===== config.mk =====
export PLATFORM = sky130hd
export DESIGN_NAME = uart_rx_deserializer
export DESIGN_NICKNAME = d
export VERILOG_FILES = /design/src/rtl/uart_pkg.sv /design/src/rtl/uart_bit_sync.sv /design/src/rtl/uart_rx_deserializer.sv
export SDC_FILE = /design/constraint.sdc
export NUM_CORES = 1
export LEC_CHECK = 0
export BUFFER_PORTS_ARGS = -buffer_cell sky130_fd_sc_hd__buf_4
export CORE_MARGIN = 1.5
export CORE_UTILIZATION = 55
export DETAILED_ROUTE_END_ITERATION = 10
export PLACE_DENSITY_LB_ADDON = 0.2
export SLEW_MARGIN = 20
export SYNTH_ARGS = -nofsm -noshare
export SYNTH_HDL_FRONTEND = slang
export SYNTH_HIERARCHICAL = 1
export SYNTH_SLANG_ARGS = --single-unit

===== constraint.sdc =====
create_clock -name clk -period 2 [get_ports clk]
set_input_delay 0.4 -clock clk [delete_from_list [all_inputs] [get_ports clk]]
set_output_delay 0.4 -clock clk [all_outputs]
set_load 0.02 [all_outputs]

===== src/rtl/uart_pkg.sv =====
// ----------------------------------------------------------------------------
// uart_pkg
//   Shared UART definitions. The receiver state codes are kept here so the
//   transmitter and any debug/trace logic decode the same encoding.
//
//   Contents:
//     uart_state_e  - enumerated receiver states (for trace/debug decoding)
//     St*           - legacy-compatible localparam state codes used by the RTL
//     UART_BYTE_W   - width of the parallel data path
// ----------------------------------------------------------------------------
package uart_pkg;

    localparam int unsigned UART_STATE_W = 3;
    localparam int unsigned UART_BYTE_W  = 8;

    typedef enum logic [UART_STATE_W-1:0] {
        UartIdle     = 3'd0,
        UartStart    = 3'd1,
        UartData     = 3'd2,
        UartStop     = 3'd3,
        UartWaitHigh = 3'd4
    } uart_state_e;

    // Plain constants so legacy always_ff/case code can use the codes directly.
    localparam logic [UART_STATE_W-1:0] StIdle     = UartIdle;
    localparam logic [UART_STATE_W-1:0] StStart    = UartStart;
    localparam logic [UART_STATE_W-1:0] StData     = UartData;
    localparam logic [UART_STATE_W-1:0] StStop     = UartStop;
    localparam logic [UART_STATE_W-1:0] StWaitHigh = UartWaitHigh;

endpackage


===== src/rtl/uart_bit_sync.sv =====
// ----------------------------------------------------------------------------
// uart_bit_sync
//   Two-flop synchronizer for a single asynchronous bit.
//
//   Parameters:
//     RESET_VAL - value both flops take on reset (1 for an idle-high line)
//   Ports:
//     clk - clock, rising edge
//     rst - synchronous active-high reset
//     d   - asynchronous input
//     q   - synchronized output (two cycles of latency)
// ----------------------------------------------------------------------------
module uart_bit_sync #(
    parameter logic RESET_VAL = 1'b1
) (
    input  logic clk,
    input  logic rst,
    input  logic d,
    output logic q
);

    logic [1:0] sync_q;

    always_ff @(posedge clk) begin
        if (rst) begin
            sync_q <= {2{RESET_VAL}};
        end else begin
            sync_q <= {sync_q[0], d};
        end
    end

    assign q = sync_q[1];

endmodule


===== src/rtl/uart_rx_deserializer.sv =====
// ----------------------------------------------------------------------------
// uart_rx_deserializer
//   UART receiver: 1 start bit, DATA_BITS data bits LSB first, 1 stop bit.
//   The line is synchronized, the start bit is confirmed at its midpoint and
//   every following bit is sampled one bit period later. A completed byte is
//   held in rx_data with rx_valid until the consumer acknowledges it.
//
//   Parameters:
//     BAUD_DIV  - clock cycles per bit (even, >= 4)
//     DATA_BITS - data bits per frame (1..8)
//   Ports:
//     clk       - clock, rising edge
//     rst       - synchronous active-high reset
//     rx_in     - asynchronous serial line, idle high
//     rx_ack    - consumer acknowledges the held byte
//     rx_data   - last good byte, unused MSBs zero
//     rx_valid  - rx_data holds an unacknowledged byte
//     rx_busy   - receiver is not idle
//     frame_err - one-cycle pulse when a stop bit is sampled low
//     overrun   - sticky: a byte completed while the previous one was unread
// ----------------------------------------------------------------------------
module uart_rx_deserializer
    import uart_pkg::*;
#(
    parameter int unsigned BAUD_DIV  = 104,
    parameter int unsigned DATA_BITS = 8
) (
    input  logic       clk,
    input  logic       rst,
    input  logic       rx_in,
    input  logic       rx_ack,
    output logic [7:0] rx_data,
    output logic       rx_valid,
    output logic       rx_busy,
    output logic       frame_err,
    output logic       overrun
);

    localparam int unsigned CNT_W = $clog2(BAUD_DIV);
    localparam int unsigned BIT_W = (DATA_BITS > 1) ? $clog2(DATA_BITS) : 1;

    localparam logic [CNT_W-1:0] CNT_HALF = CNT_W'(BAUD_DIV / 2 - 1);
    localparam logic [CNT_W-1:0] CNT_FULL = CNT_W'(BAUD_DIV - 1);
    localparam logic [BIT_W-1:0] BIT_LAST = BIT_W'(DATA_BITS - 1);

    // Bits enter at the MSB of an 8-bit register, so a short frame ends up
    // left-aligned and has to be shifted down to the LSBs on load.
    localparam int unsigned OUT_SHIFT = UART_BYTE_W - DATA_BITS;

    // ------------------------------------------------------------------
    // Line synchronizer
    // ------------------------------------------------------------------
    logic rx_s;

    uart_bit_sync #(
        .RESET_VAL (1'b1)
    ) u_sync (
        .clk (clk),
        .rst (rst),
        .d   (rx_in),
        .q   (rx_s)
    );

    // ------------------------------------------------------------------
    // State
    // ------------------------------------------------------------------
    logic [UART_STATE_W-1:0] state_q,     state_d;
    logic [CNT_W-1:0]        cnt_q,       cnt_d;
    logic [BIT_W-1:0]        bit_q,       bit_d;
    logic [7:0]              shift_q,     shift_d;
    logic [7:0]              rx_data_q,   rx_data_d;
    logic                    rx_valid_q,  rx_valid_d;
    logic                    frame_err_q, frame_err_d;
    logic                    overrun_q,   overrun_d;

    // Sample-point strobes
    logic start_pt;
    logic data_pt;
    logic stop_pt;
    logic stop_good;

    always_comb begin
        start_pt  = (state_q == StStart) && (cnt_q == CNT_HALF);
        data_pt   = (state_q == StData)  && (cnt_q == CNT_FULL);
        stop_pt   = (state_q == StStop)  && (cnt_q == CNT_FULL);
        stop_good = stop_pt && rx_s;
    end

    // ------------------------------------------------------------------
    // Receive FSM, baud counter and shift register
    // ------------------------------------------------------------------
    always_comb begin
        state_d     = state_q;
        cnt_d       = cnt_q;
        bit_d       = bit_q;
        shift_d     = shift_q;
        frame_err_d = 1'b0;

        case (state_q)
            StIdle: begin
                cnt_d = '0;
                if (!rx_s) begin
                    state_d = StStart;
                end
            end

            StStart: begin
                if (start_pt) begin
                    cnt_d = '0;
                    bit_d = '0;
                    // A line back high at mid-start is a glitch: drop it.
                    state_d = rx_s ? StIdle : StData;
                end else begin
                    cnt_d = cnt_q + 1'b1;
                end
            end

            StData: begin
                if (data_pt) begin
                    cnt_d   = '0;
                    shift_d = {rx_s, shift_q[7:1]};
                    if (bit_q == BIT_LAST) begin
                        state_d = StStop;
                    end else begin
                        bit_d = bit_q + 1'b1;
                    end
                end else begin
                    cnt_d = cnt_q + 1'b1;
                end
            end

            StStop: begin
                if (stop_pt) begin
                    cnt_d = '0;
                    if (rx_s) begin
                        state_d = StIdle;
                    end else begin
                        frame_err_d = 1'b1;
                        state_d     = StWaitHigh;
                    end
                end else begin
                    cnt_d = cnt_q + 1'b1;
                end
            end

            StWaitHigh: begin
                // Hold off until the line recovers so a break is not seen
                // as a stream of new start bits.
                cnt_d = '0;
                if (rx_s) begin
                    state_d = StIdle;
                end
            end

            default: begin
                state_d = StIdle;
                cnt_d   = '0;
                bit_d   = '0;
            end
        endcase
    end

    // ------------------------------------------------------------------
    // Output holding register and handshake
    // ------------------------------------------------------------------
    always_comb begin
        rx_data_d  = rx_data_q;
        rx_valid_d = rx_valid_q;
        overrun_d  = overrun_q;

        if (stop_good) begin
            // An ack landing with the new byte frees the slot in time.
            if (!rx_valid_q || rx_ack) begin
                rx_data_d  = shift_d >> OUT_SHIFT;
                rx_valid_d = 1'b1;
            end else begin
                overrun_d = 1'b1;
            end
        end else if (rx_ack) begin
            rx_valid_d = 1'b0;
        end
    end

    always_ff @(posedge clk) begin
        if (rst) begin
            state_q     <= StIdle;
            cnt_q       <= '0;
            bit_q       <= '0;
            shift_q     <= '0;
            rx_data_q   <= '0;
            rx_valid_q  <= 1'b0;
            frame_err_q <= 1'b0;
            overrun_q   <= 1'b0;
        end else begin
            state_q     <= state_d;
            cnt_q       <= cnt_d;
            bit_q       <= bit_d;
            shift_q     <= shift_d;
            rx_data_q   <= rx_data_d;
            rx_valid_q  <= rx_valid_d;
            frame_err_q <= frame_err_d;
            overrun_q   <= overrun_d;
        end
    end

    assign rx_data   = rx_data_q;
    assign rx_valid  = rx_valid_q;
    assign rx_busy   = (state_q != StIdle);
    assign frame_err = frame_err_q;
    assign overrun   = overrun_q;

endmodule


* Word-level counts from Yosys, hierarchy flattened
Cells that the tools add are included.
** Word-level totals
- Register bits after elaboration :: 34
- Bits of input ports :: 4
- Output and inout port bits :: 12
- Word-level logic and storage cells :: 69
** Cells by class
- Add/subtract/negate cells :: 2
- Equality and inequality tests :: 15
- Muxes and demuxes :: 23
- Bitwise logic cells :: 4
- Reduce and logical (&&, ||, !) cells :: 16
** Operators with widths (number)
- $mux 3 :: 10
- $mux 7 :: 3
- $pmux 7 s3 :: 1
- $mux 8 :: 2
- $pmux 3 s5 :: 1
- $ne 2x2->1 const B :: 5
- $pmux 3 s3 :: 1
- $add 7x1->7 const B :: 1
- $eq 7x6->1 const B :: 1
- $eq 7x7->1 const B :: 1
- $eq 3x2->1 const B :: 2
- $eq 3x3->1 const B :: 2
- $ne 2x1->1 const B :: 3
- $reduce_and 2->1 :: 3
- $reduce_and 6->1 :: 1
- $reduce_or 3->1 :: 2
- $logic_and 1x1->1 :: 4
- $mux 1 :: 4
- $not 1->1 :: 4
- $reduce_and 4->1 :: 1
- $add 3x1->3 const B :: 1
- $eq 3x1->1 const B :: 1
- $logic_not 3->1 :: 1
- $reduce_bool 3->1 :: 1
- 4 further kinds :: 4

* Depth between registers and ports, before layout
- Depth in word-level cells :: 5
- Depth in mapped cells :: 5

* By module
Netlist, hierarchy kept.
** By module, submodules not included
- uart_rx_deserializer :: instances 1, cells an instance 146, area each 1373.8 um^2, seq. area each 640.6 um^2
- uart_bit_sync :: instances 1, cells an instance 4, area each 52.6 um^2, seq. area each 40.0 um^2

* Least setup slack after synthesis
Ideal clock, no wire load.
- Kind :: reg-to-reg
- Start :: reg cnt_q[0]
- End :: reg rx_data_q[0], in the netlist rx_data[0]
- Library setup time :: 0.118 ns
- Data arrival time :: 1.602 ns
- Path slack :: 0.280 ns
- Cell stages (with the launch flop) :: 6
- Cell sequence :: dfxtp_1 -> ha_1 -> nand3_1 -> nor2_2 -> nand4_2 -> a32o_1
** Between the ends
- Word-level cells in the longest chain between the ends :: 4
** RTL lines
- start: declaration :: RTL line uart_rx_deserializer.sv:68 : logic [CNT_W-1:0] cnt_q, cnt_d;
- start signal: assignment :: RTL line uart_rx_deserializer.sv:196 : cnt_q <= cnt_d;
- $eq 7x7->1 * :: RTL line uart_rx_deserializer.sv:84, uart_rx_deserializer.sv:85
- $logic_and 1x1->1, on equally long branches :: RTL line uart_rx_deserializer.sv:84, uart_rx_deserializer.sv:85
- $mux 8 / $logic_and 1x1->1 (equally long branches) :: RTL line uart_rx_deserializer.sv:119, uart_rx_deserializer.sv:86
- $mux 8 / $reduce_and 2->1 (equally long branches)
- end signal: assignment :: RTL line uart_rx_deserializer.sv:199 : rx_data_q <= rx_data_d;
- end: declaration :: RTL line uart_rx_deserializer.sv:71 : logic [7:0] rx_data_q, rx_data_d;
Mark *: on every way between the ends. The rest lies on a longest branch, timed or not.
A chain may end at the register's enable or synchronous reset.

* Final worst setup path
- Start :: reg cnt_q[0]
- End :: reg bit_q[2]
** Between the ends
- Word-level cells in the longest chain between the ends :: 4
** RTL lines
- $eq 7x7->1 / $eq 7x6->1 (equally long branches) :: RTL line uart_rx_deserializer.sv:84, uart_rx_deserializer.sv:83
- $logic_and 1x1->1, on equally long branches :: RTL line uart_rx_deserializer.sv:84, uart_rx_deserializer.sv:83
- $ne 2x2->1 (no source line)
- $reduce_and 4->1 (no source line) *
- end signal: assignment :: RTL line uart_rx_deserializer.sv:197 : bit_q <= bit_d;
- end: declaration :: RTL line uart_rx_deserializer.sv:69 : logic [BIT_W-1:0] bit_q, bit_d;
Marks and branches as above.

==> summary.txt <==
Power and ir drop
  • Combinational share of power: 0.031
  • Clock power share: 0.416
  • P_sw: 255 uW
  • Internal power: 987 uW
  • Total power: 1.24 mW
  • Sequential share of power: 0.553
  • Maximum vdd ir drop: 0.699 mV
  • Sw frac: 0.205
  • Pleak: 0.663 nW
  • P per Cell Area: 742 nW/um^2

Critical path
  • Cell Chain, Critical Path: ha_1, nand3_1, or4_1, o2111a_1, a22o_1
  • Worst endpoint data arrival time: 2060 ps
  • Setup crit start kind: flop
  • CP bufs+invs: 0
  • CP max stage delay: 450 ps
  • CP Class: flop to flop
  • Reg2Reg Depth: 5
  • Worst r2r dst: bit_q[2]
  • CP max FO: 6
  • R2R Path Start: cnt_q[0]
  • CP Depth: 5
  • Crit-path leading delay family: simple AND/OR/NAND/NOR gates
  • CP endpoint kind: flop
  • WP data required: 2230 ps
  • R2R setup slack: 170 ps
  • CP max stage cell: or4_1

Clock network
  • CTS Buf Count: 5
  • Post-cts gate resize count: 0
  • H-tree depth: 2
  • Postcts setup bufs: 0
  • TritonCTS clock tree: done
  • Clock Latency Late Sink: 340 ps
  • Clk sink count: 34
  • Hold_buf cts: 0
  • Clk buf depth: 2
  • Clock root buffer: clkbuf_4
  • Clock Pin Slew Worst Setup and Hold Paths: 100 ps

Cells and area
  • Most common cell after layout, fill and taps aside: dfxtp_1
  • Fill cells: 201
  • Register area: 681 sq um
  • Area grow syn2layout: 17.4%
  • Fin area: 1670 sq um
  • Share of cells above drive strength 1: 0.199
  • Multi-input logic area: 706 sq um
  • ANT cells: 0
  • Commonest non-fill, non-tap cells in the layout: dfxtp_1, nand2_1, buf_4
  • Fin nets: 178

Global route
  • GRT overflow: 0
  • Initial antenna violation count: 0
  • Vias in the first global route: 1053
  • GRT Total Usage: 0.225
  • First-pass GRT wire length: 4570 um
  • Largest net degree at the start of global routing: 15

STA
  • Clock Skew: 10.6 ps
  • Final hold viol count: 0
  • Max_slew headroom: 0.649
  • Min cycle time layout: 1830 ps
  • Total negative slack: 0 ps
  • Tcrit/Tclk final: 0.914
  • Max Slew Vio Count: 0
  • Max frequency: 0.547 GHz
  • Actual slew at the worst max-slew pin: 522 ps
  • RSZ-0062 raised after global routing: false
  • Final setup violation count: 0

Worst hold path
  • Worst Hold End: u_sync/sync_q[0]
  • Hold Path Class: input port to flop
  • Worst hold start: rx_in
  • Hold Path Depth: 2

Detailed routing
  • DRT antenna net count: 0
  • Final WL: 2790 um
  • WL/cell: 13.9 um
  • DR vias/cell: 5.63
  • Router iterations before antenna repair: 4
  • Drt drc: 0
  • Initial DRC count: 28
  • DR vias: 1132

Run
  • Max-cap viol count: 0

Floorplanning
  • I/O pin cnt: 16
  • Die area: 2910 sq um
  • Die Ht: 53.9 um
  • Std cell rows: 18
  • Die width: 53.9 um
  • Initial cell density of the core: 0.581
  • Core Area: 2450 sq um

Logic synthesis
  • Number of synthesized flops with an enable pin: 0
  • YS warnings: 6
  • Asr flop ratio synth: 0
  • Sequential area share after synthesis: 0.477
  • Mapped cell area: 1430 sq um
  • Post-synthesis instance total: 150
  • Synth Flop Type: dfxtp_1
  • Synth unique cells: 39
  • Flops & latches, synth: 34
  • Mapped Nets: 157
  • Syn_area_per_cell: 9.51 sq um

Placement
  • Hpwl dp: 1990 um
  • Placer Congestion: 0.762
  • Port bufs: 15
  • Placed Area: 1590 sq um

Status
  • Status: finished, final reports clean
==> cell type report <==
| cell class | instances | share of cell area |
|---|---|---|
| multi-input cells | 106 | 0.422 |
| flip-flops and latches | 34 | 0.407 |
| repair buffers | 21 | 0.0942 |
| clock buffers | 6 | 0.0306 |
| well taps | 30 | 0.0224 |
| clock inverters | 1 | 0.0179 |
| inverters | 3 | 0.00673 |
==> cells in the mapped netlist (all sizes together) (2+ instances only) <==
| cell type | number | area share |
|---|---|---|
| a21oi | 2 | 0.0070 |
| a22o | 2 | 0.012 |
| buf | 2 | 0.0070 |
| clkbuf | 5 | 0.013 |
| dfxtp | 34 | 0.48 |
| ha | 3 | 0.026 |
| inv | 2 | 0.0053 |
| mux2i | 14 | 0.098 |
| nand2 | 21 | 0.055 |
| nand2b | 3 | 0.013 |
| nand3 | 10 | 0.035 |
| nor2 | 18 | 0.049 |
| nor3 | 2 | 0.0070 |
| nor4 | 2 | 0.019 |
| o21ai | 3 | 0.011 |
| or2 | 3 | 0.013 |
| or3 | 2 | 0.0088 |
| xnor2 | 3 | 0.018 |
| xor2 | 2 | 0.012 |
==> kinds of logic after synthesis <==
logic type / after synthesis / synth area share
fa+ha+maj: 3 / 0.0263
flops: 34 / 0.477
mux: 14 / 0.0982
buf+inv: 10 / 0.0281
compound gates: 16 / 0.0833
simple gates: 68 / 0.256
xor+xnor: 5 / 0.0307
==> layer usage <==
layer  GRT usage  routed length (um)
met5           0                   0
met4       0.137                  10
met3      0.0667                 171
met2       0.358                1380
met1       0.264                1230
==> state kept, by name, summed over array words and instances (netlist names) <==
signal         count
bit_q              3
cnt_q              7
frame_err          1
overrun            1
rx_data            8
rx_valid           1
shift_q            8
state_q            3
u_sync/sync_q      2
==> power groups by stage <==
stage / logic [mW] / clock network (mW) / registers [mW]
3_3_place_gp: 0.0369 / 0 / 0.702
4_1_cts: 0.0381 / 0.527 / 0.687
6_report: 0.0384 / 0.517 / 0.687
5_1_grt: 0.0419 / 0.559 / 0.688
3_5_place_dp: 0.0379 / 0 / 0.702
2_1_floorplan: 0.0272 / 0 / 0.697
==> worst max-delay path by stage <==
stage | startpoint | endpoint
after floorplan | cnt_q[0] | rx_data[0]
after CTS | cnt_q[0] | bit_q[2]
after global routing | cnt_q[0] | bit_q[2]
after detailed placement | cnt_q[0] | bit_q[2]
after global placement | cnt_q[0] | bit_q[2]
final | cnt_q[0] | bit_q[2]
==> per-stage QoR <==
stage / hold WS [ps] / util / setup slack (ps) / instances
after global routing: 237 / 0.682 / 99.4 / 201
after detailed placement: 411 / 0.649 / 211 / 194
after floorplan: 383 / - / 280 / 150
after global placement: 395 / 0.649 / 271 / 194
final: 255 / 0.682 / 172 / 201
after CTS: 244 / 0.682 / 183 / 201
(Power assumes the default switching activity.)
